`src/rtl/fifo_pkg.sv`:
```
// fifo_pkg: shared helpers and status type for the streaming FIFO family.
package fifo_pkg;
    localparam int STATUS_CW = 16;
    typedef struct packed {
        logic [STATUS_CW-1:0] count;
        logic                 almost_full;
        logic                 almost_empty;
        logic                 full;
        logic                 empty;
    } fifo_status_t;
    function automatic int count_w(input int depth);
        return $clog2(depth + 1);
    endfunction
    function automatic int ptr_w(input int depth);
        return (depth > 1) ? $clog2(depth) : 1;
    endfunction
    // Explicit wrap so non-power-of-2 depths work.
    function automatic int ptr_inc(input int ptr, input int depth);
        return (ptr == depth - 1) ? 0 : ptr + 1;
    endfunction
endpackage

```
`src/rtl/fifo_mem.sv`:
```
// fifo_mem: DEPTH x WIDTH register array, synchronous write, asynchronous read, no reset.
module fifo_mem #(
    parameter int WIDTH = 8,
    parameter int DEPTH = 16,
    parameter int PW    = 4
) (
    input  logic             clk,
    input  logic             i_we,
    input  logic [PW-1:0]    i_waddr,
    input  logic [WIDTH-1:0] i_wdata,
    input  logic [PW-1:0]    i_raddr,
    output logic [WIDTH-1:0] o_rdata
);
    logic [WIDTH-1:0] r_mem [DEPTH];
    always_ff @(posedge clk)
        if (i_we) r_mem[i_waddr] <= i_wdata;
    assign o_rdata = r_mem[i_raddr];
endmodule

```
`src/rtl/sync_fifo_vr.sv`:
```
// sync_fifo_vr: FWFT synchronous FIFO with valid/ready on both sides,
// occupancy count, registered almost flags and synchronous flush.
module sync_fifo_vr import fifo_pkg::*; #(
    parameter int WIDTH    = 8,
    parameter int DEPTH    = 16,
    parameter int AF_LEVEL = DEPTH - 2,
    parameter int AE_LEVEL = 2,
    parameter int CW       = count_w(DEPTH)
) (
    input  logic             clk,
    input  logic             rstn,
    input  logic             flush,
    input  logic             valid_w,
    output logic             ready_w,
    input  logic [WIDTH-1:0] data_w,
    output logic             valid_r,
    input  logic             ready_r,
    output logic [WIDTH-1:0] data_r,
    output logic [CW-1:0]    count,
    output logic             almost_full,
    output logic             almost_empty
);
    localparam int PW = ptr_w(DEPTH);
    logic [PW-1:0] r_wr_ptr, r_rd_ptr;
    logic [CW-1:0] r_count, w_count_nxt;
    logic          r_af, r_ae, w_wr, w_rd;
    assign ready_w      = r_count != CW'(DEPTH);
    assign valid_r      = r_count != '0;
    assign count        = r_count;
    assign almost_full  = r_af;
    assign almost_empty = r_ae;
    assign w_wr = valid_w && ready_w && !flush;
    assign w_rd = valid_r && ready_r && !flush;
    always_comb
        w_count_nxt = flush           ? '0 :
                      (w_wr && !w_rd) ? r_count + 1'b1 :
                      (w_rd && !w_wr) ? r_count - 1'b1 : r_count;
    // Flags follow the next-state count so they line up with count.
    always_ff @(posedge clk or negedge rstn)
        if (!rstn) begin
            r_wr_ptr <= '0;
            r_rd_ptr <= '0;
            r_count  <= '0;
            r_af     <= 1'b0;
            r_ae     <= 1'b1;
        end else begin
            r_wr_ptr <= flush ? '0 : w_wr ? PW'(ptr_inc(32'(r_wr_ptr), DEPTH)) : r_wr_ptr;
            r_rd_ptr <= flush ? '0 : w_rd ? PW'(ptr_inc(32'(r_rd_ptr), DEPTH)) : r_rd_ptr;
            r_count  <= w_count_nxt;
            r_af     <= w_count_nxt >= CW'(AF_LEVEL);
            r_ae     <= w_count_nxt <= CW'(AE_LEVEL);
        end
    fifo_mem #(.WIDTH(WIDTH), .DEPTH(DEPTH), .PW(PW)) u_mem (
        .clk     (clk),
        .i_we    (w_wr),
        .i_waddr (r_wr_ptr),
        .i_wdata (data_w),
        .i_raddr (r_rd_ptr),
        .o_rdata (data_r)
    );
endmodule

```
`config.mk`:
```
export PLATFORM = sky130hd
export DESIGN_NAME = sync_fifo_vr
export DESIGN_NICKNAME = d
export VERILOG_FILES = /design/src/rtl/fifo_pkg.sv /design/src/rtl/fifo_mem.sv /design/src/rtl/sync_fifo_vr.sv
export SDC_FILE = /design/constraint.sdc
export NUM_CORES = 1
export LEC_CHECK = 0
export ABC_AREA = 1
export CAP_MARGIN = 0
export CORE_MARGIN = 2
export CORE_UTILIZATION = 56
export CTS_BUF_LIST = sky130_fd_sc_hd__clkbuf_2
export CTS_CLUSTER_SIZE = 24
export DETAILED_ROUTE_END_ITERATION = 7
export PLACE_DENSITY = 0.78
export SETUP_SLACK_MARGIN = 0.05
export SLEW_MARGIN = 20
export SYNTH_ARGS = -nofsm -noshare
export SYNTH_HDL_FRONTEND = slang
export SYNTH_SLANG_ARGS = --single-unit
```
`constraint.sdc`:
```
create_clock -name clk -period 2.2 [get_ports clk]
set_clock_uncertainty 0.1 [all_clocks]
set_input_delay 0.44 -clock clk [delete_from_list [all_inputs] [get_ports clk]]
set_output_delay 0.44 -clock clk [all_outputs]
set_load 0.02 [all_outputs]
```
==> Yosys cells after proc, flatten, opt, wreduce, memory -nomap -nowiden <==
Memories as Yosys holds them, arrays and structs flattened.
Index checks and enable logic that the tools add are counted.
{ "totals": {"ff_bits": 15, "latchBits": 0, "mem_bits_rw": 128, "mem_bits_ro": 0, "input_bits": 13, "output_inout_bits": 17, "n_memories": 1} }
{ "mem_list": {"columns": ["name", "depth", "width", "rd", "rd_ports_with_merged_regs", "wr", "line", "text"], "rows": [
  ["u_mem.r_mem", 16, 8, 1, 0, 1, "fifo_mem.sv:14", "logic [WIDTH-1:0] r_mem [DEPTH];"]
]} }
{ "classes": {"addsub": 4, "multipliers": 0, "n_div": 0, "order_cmp": 2, "eq_ne": 3, "shifts": 0, "n_mux": 11, "bitwise_logic": 0, "reduce_logical": 12} }
{ "ops": {"columns": ["cell", "n"], "rows": [
  ["two-way mux 4 bit", 6],
  ["two-way mux 5 bit", 3],
  ["adder 4 x 1 -> 4 bit, second input constant", 2],
  ["equality test 4 x 1 -> 1 bit, second input constant", 2],
  ["logical AND 1 bit", 6],
  ["adder 5 x 1 -> 5 bit, second input constant", 1],
  ["greater-or-equal comparator 5 x 4 -> 1 bit, second input constant", 1],
  ["<= comparator 5 x 2 -> 1 bit, second input constant", 1],
  ["inequality test 5 bit, second input constant", 1],
  ["nonzero test 5 bit", 1],
  ["subtractor 5 x 1 -> 5 bit, second input constant", 1],
  ["nonzero test 2 bit", 2],
  ["logical NOT 1 bit", 3],
  ["two-way mux 1 bit", 2]
]} }

==> Logic depth before layout (Yosys ltp) <==
{ "depth": {"depth_word": 9, "mapped_depth": 13, "mapped_depth_nobuf": 13} }

==> Hierarchy <==
A second synthesis with hierarchy kept.
{ "unflattened": {"cells_unflattened": 659, "area_unflattened_um2": 6568.8} }
{ "modules_own_cells": {"columns": ["mod", "instances", "cells_each", "area_per_inst_um2"], "rows": [
  ["fifo_mem", 1, 543, 5606.6],
  ["sync_fifo_vr", 1, 116, 962.2]
]} }

==> Least setup slack after synthesis <==
Ideal clock, no wire load.
{ "synth_timing": {"path_type": "flip-flop to flip-flop", "from": "register r_count[0], in the netlist count[0]", "to": "memory u_mem.r_mem[15][0] (enable)", "setup_ps": 383, "t_arrival_ps": 1816, "t_required_ps": 1717, "setup_slack_ps": -99, "path_stages_with_launch": 6, "n_path_buf": 0, "period_less_slack_ps": 2299, "cell_sequence": "dfrtp_1 > inv_1 > ha_1 > nand3_4 > nand3_2 > nor3_1"} }
{ "synth_via": {"elab_chain_len": 5} }
{ "synth_lines": {"columns": ["element", "line", "text"], "rows": [
  ["start, declared", "sync_fifo_vr.sv:25", "logic [CW-1:0] r_count, w_count_nxt;"],
  ["start signal, assigned", "sync_fifo_vr.sv:49", "r_count <= w_count_nxt;"],
  ["inequality test 5 bit", "sync_fifo_vr.sv:27", "assign ready_w = r_count != CW'(DEPTH);"],
  ["via ready_w", "sync_fifo_vr.sv:14", "output logic ready_w,"],
  ["logical AND 1 bit (2 in a row)", "sync_fifo_vr.sv:32", "assign w_wr = valid_w && ready_w && !flush;"],
  ["two-way mux 1 bit", "fifo_mem.sv:16", "if (i_we) r_mem[i_waddr] <= i_wdata;"],
  ["two-way mux 1 bit (not written as such)", "fifo_mem.sv:16", null],
  ["end, declared", "fifo_mem.sv:14", null]
]} }
The timed path passes the listed nets, and every way through them passes these cells.

==> Worst setup path in the final report <==
{ "layout_timing": {"from": "register r_rd_ptr[0]", "to": "output port data_r[1]"} }
{ "layout_via": {"elab_chain_len": 1} }
{ "layout_lines": {"columns": ["element", "line", "text"], "rows": [
  ["start, declared", "sync_fifo_vr.sv:24", "logic [PW-1:0] r_wr_ptr, r_rd_ptr;"],
  ["start signal, assigned", "sync_fifo_vr.sv:48", "r_rd_ptr <= flush ? '0 : w_rd ? PW'(ptr_inc(32'(r_rd_ptr), DEPTH)) : r_rd_ptr;"],
  ["memory read (16 x 8 bit)", null, null],
  ["end, declared", "sync_fifo_vr.sv:18", "output logic [WIDTH-1:0] data_r,"]
]} }
No other way between the ends.

==> metrics.txt <==
Yosys top cell area share=63.7%; f_max=362 MHz; Total Routing Usage GR=25.2%; wire length per cell=20.2 um; final hold vios=0; commonest non-fill, non-tap cell in the layout=edfxtp_1; Seq. cell area=4230 sq um; CTS tree=yes; Antenna Cells=0; kind of critical path=flop to output port; critical path endpoint category=output port; Net Count, Synth=480; I/O pin count=30; Layout area overhead=23.2%; RSZ-0062 raised after global routing=yes; largest net degree at the start of global routing=41; sequential fraction of the synthesis area=69.9%; Mean Syn Cell Area=13.1 sq um; Max Cap Viol=0; vias after detailed routing=4,105; detailed-placement wirelength estimate=8340 um; post-layout min period=2.76 ns; cell row count=37; clock slew at reported path FFs=0.23 ns; first-pass GRT wire length=21,400 um; CTS max path bufs=2; Tightest Pin Transition=0.596 ns; first drt pass iteration count=5; violations in the final reports=setup timing; Syn. warnings=0; nets@finish=561; Pleak=0.00265 uW; H-tree Lvls=4; Synth cell types=30; crit start category=flop; Slew Viols, Final=0; relative slew slack=60.1%; pwr/cell area=803 nW/um^2; number of port buffers=29; Remaining DRCs=0; Clk Tree Root Cell=clkbuf_2; TritonCTS Sinks=143; vias in the first global route=4,117; core box area=10,400 sq um; Filler Cell Count=678; die height=108 um; Hold Path Class=input pin to flop; Mapped Cells=460; Crit path arrival time=2.22 ns; final core occ=71.4%; Tcrit/Tclk final=125%; commonest cells after routing, fill and taps aside=edfxtp_1, nor2_1, nand2_1; layout cells sized above 1=28.5%; initial drt markers=224; vias per cell=5.95; post-synthesis register bit count=143; CP required=1.66 ns; crit-path max FO=14; Netlist Area Pre-Place=6030 sq um; initial antenna violation count=0; area of the multi-input gates=1790 sq um; Worst Slack Setup Final=-0.560 ns; DRT antenna net count=0; Setup Viol. Count Final=8; Final Wtd Congestion=0.866; Synth area leaders=edfxtp_1, dfrtp_1, mux2i_1; Peak supply drop=0.000461 V; grt ovf=0; fin area=7440 sq um; status=finished, violations left; Synth area leader=edfxtp_1; Die W=108 um; clock latency on the worst-skew pair=0.71 ns; Num CTS Buffers=17; Initial Util=57.9%; final wirelength=13,900 um; dpl cell area=6800 sq um; total die area=11,600 sq um
## worst paths after layout
check	startpoint	slack, ns	endpoint	cells past startpoint
worst max-delay path	r_rd_ptr[0]	-0.56	data_r[1]	7
worst min register to register	r_wr_ptr[2]	0.56	r_wr_ptr[2]	2
max in group asynchronous	rstn	1.30	almost_empty	3
worst max register to register	count[0]	0.12	u_mem.r_mem[5][4]	9
worst min-delay path	ready_r	0.40	r_rd_ptr[1]	4
min in group asynchronous	rstn	0.45	r_rd_ptr[1]	3
## cell type report
cell class | count | share of cell area (%)
Clock inverter | 15 | 2.78
Timing Repair Buffer | 85 | 11.6
Inverter | 23 | 1.33
Sequential cell | 143 | 56.8
Clock buffer | 17 | 1.14
Multi-Input combinational cell | 271 | 24.0
Tap cell | 136 | 2.29
## stage by stage
stage / worst slack (ns) / instances / hold WS [ns] / TNS, ns / power, uW
after global placement: -0.237 / 642 / 0.510 / -1.66 / 3990
final: -0.560 / 690 / 0.397 / -4.38 / 5970
after global routing: -0.774 / 690 / 0.335 / -5.89 / 6180
after floorplan: -0.0989 / 460 / 0.0444 / -4.37 / 3640
after CTS: -0.556 / 681 / 0.323 / -4.41 / 5890
after detailed placement: -0.311 / 642 / 0.521 / -2.58 / 4020
## cell usage after synthesis (all sizes together)
cell type  instances
edfxtp           128
o21ai             39
o211ai             7
nor3               6
o32ai              9
dfrtp             14
nor2              70
a21oi              3
nand3             26
clkinv             1
nand2             50
ha                 7
clkbuf            16
o22ai              2
xor2               2
mux2i             25
buf                7
dfstp              1
inv               22
o221ai            25
## kinds of logic after synthesis
logic type      share of synthesized area, %
fa+ha+maj                               1.45
compound gates                          9.50
mux                                     4.15
xor+xnor                               0.290
simple gates                            11.6
buf+inv                                 3.11
flops                                   69.9
## flip-flops by register name (all words and copies together) (netlist names)
signal,count
r_wr_ptr,4
almost_empty,1
u_mem.r_mem,128
almost_full,1
r_rd_ptr,4
count,5
## what timing repair did
action | CTS | global route
pin swaps | 16 | 12
gates cloned | 2 | 0
hold buffers | 1 | 0
resized for setup | 104 | 34
setup endpoints to repair | 39 | 16
buffers inserted | 4 | 10
hold endpoints to repair | 14 | 0
## critical path, cell delays in order, from the launching register on
cell and delay, ns:
dfrtp_2 0.54, buf_6 0.14, buf_12 0.14, mux2i_1 0.22
o221ai_1 0.13, o211ai_1 0.11, nand2_1 0.10, buf_6 0.14
## per-layer routing
metal	routed length, um	part of all wire [%]	track usage [%]	up-vias
met5	0	0	0	-
met4	500	3.6	13.4	0
met3	938	6.7	7.14	46
met2	6840	49	40.0	183
met1	5640	41	31.5	1997
li1	-	-	-	1879
## power breakdown
part	internal (uW)	switching [uW]
Combinational	511	632
Clock	767	1010
Sequential	3010	38.7
Total	4290	1680
Power figures use the tool's default switching activity.
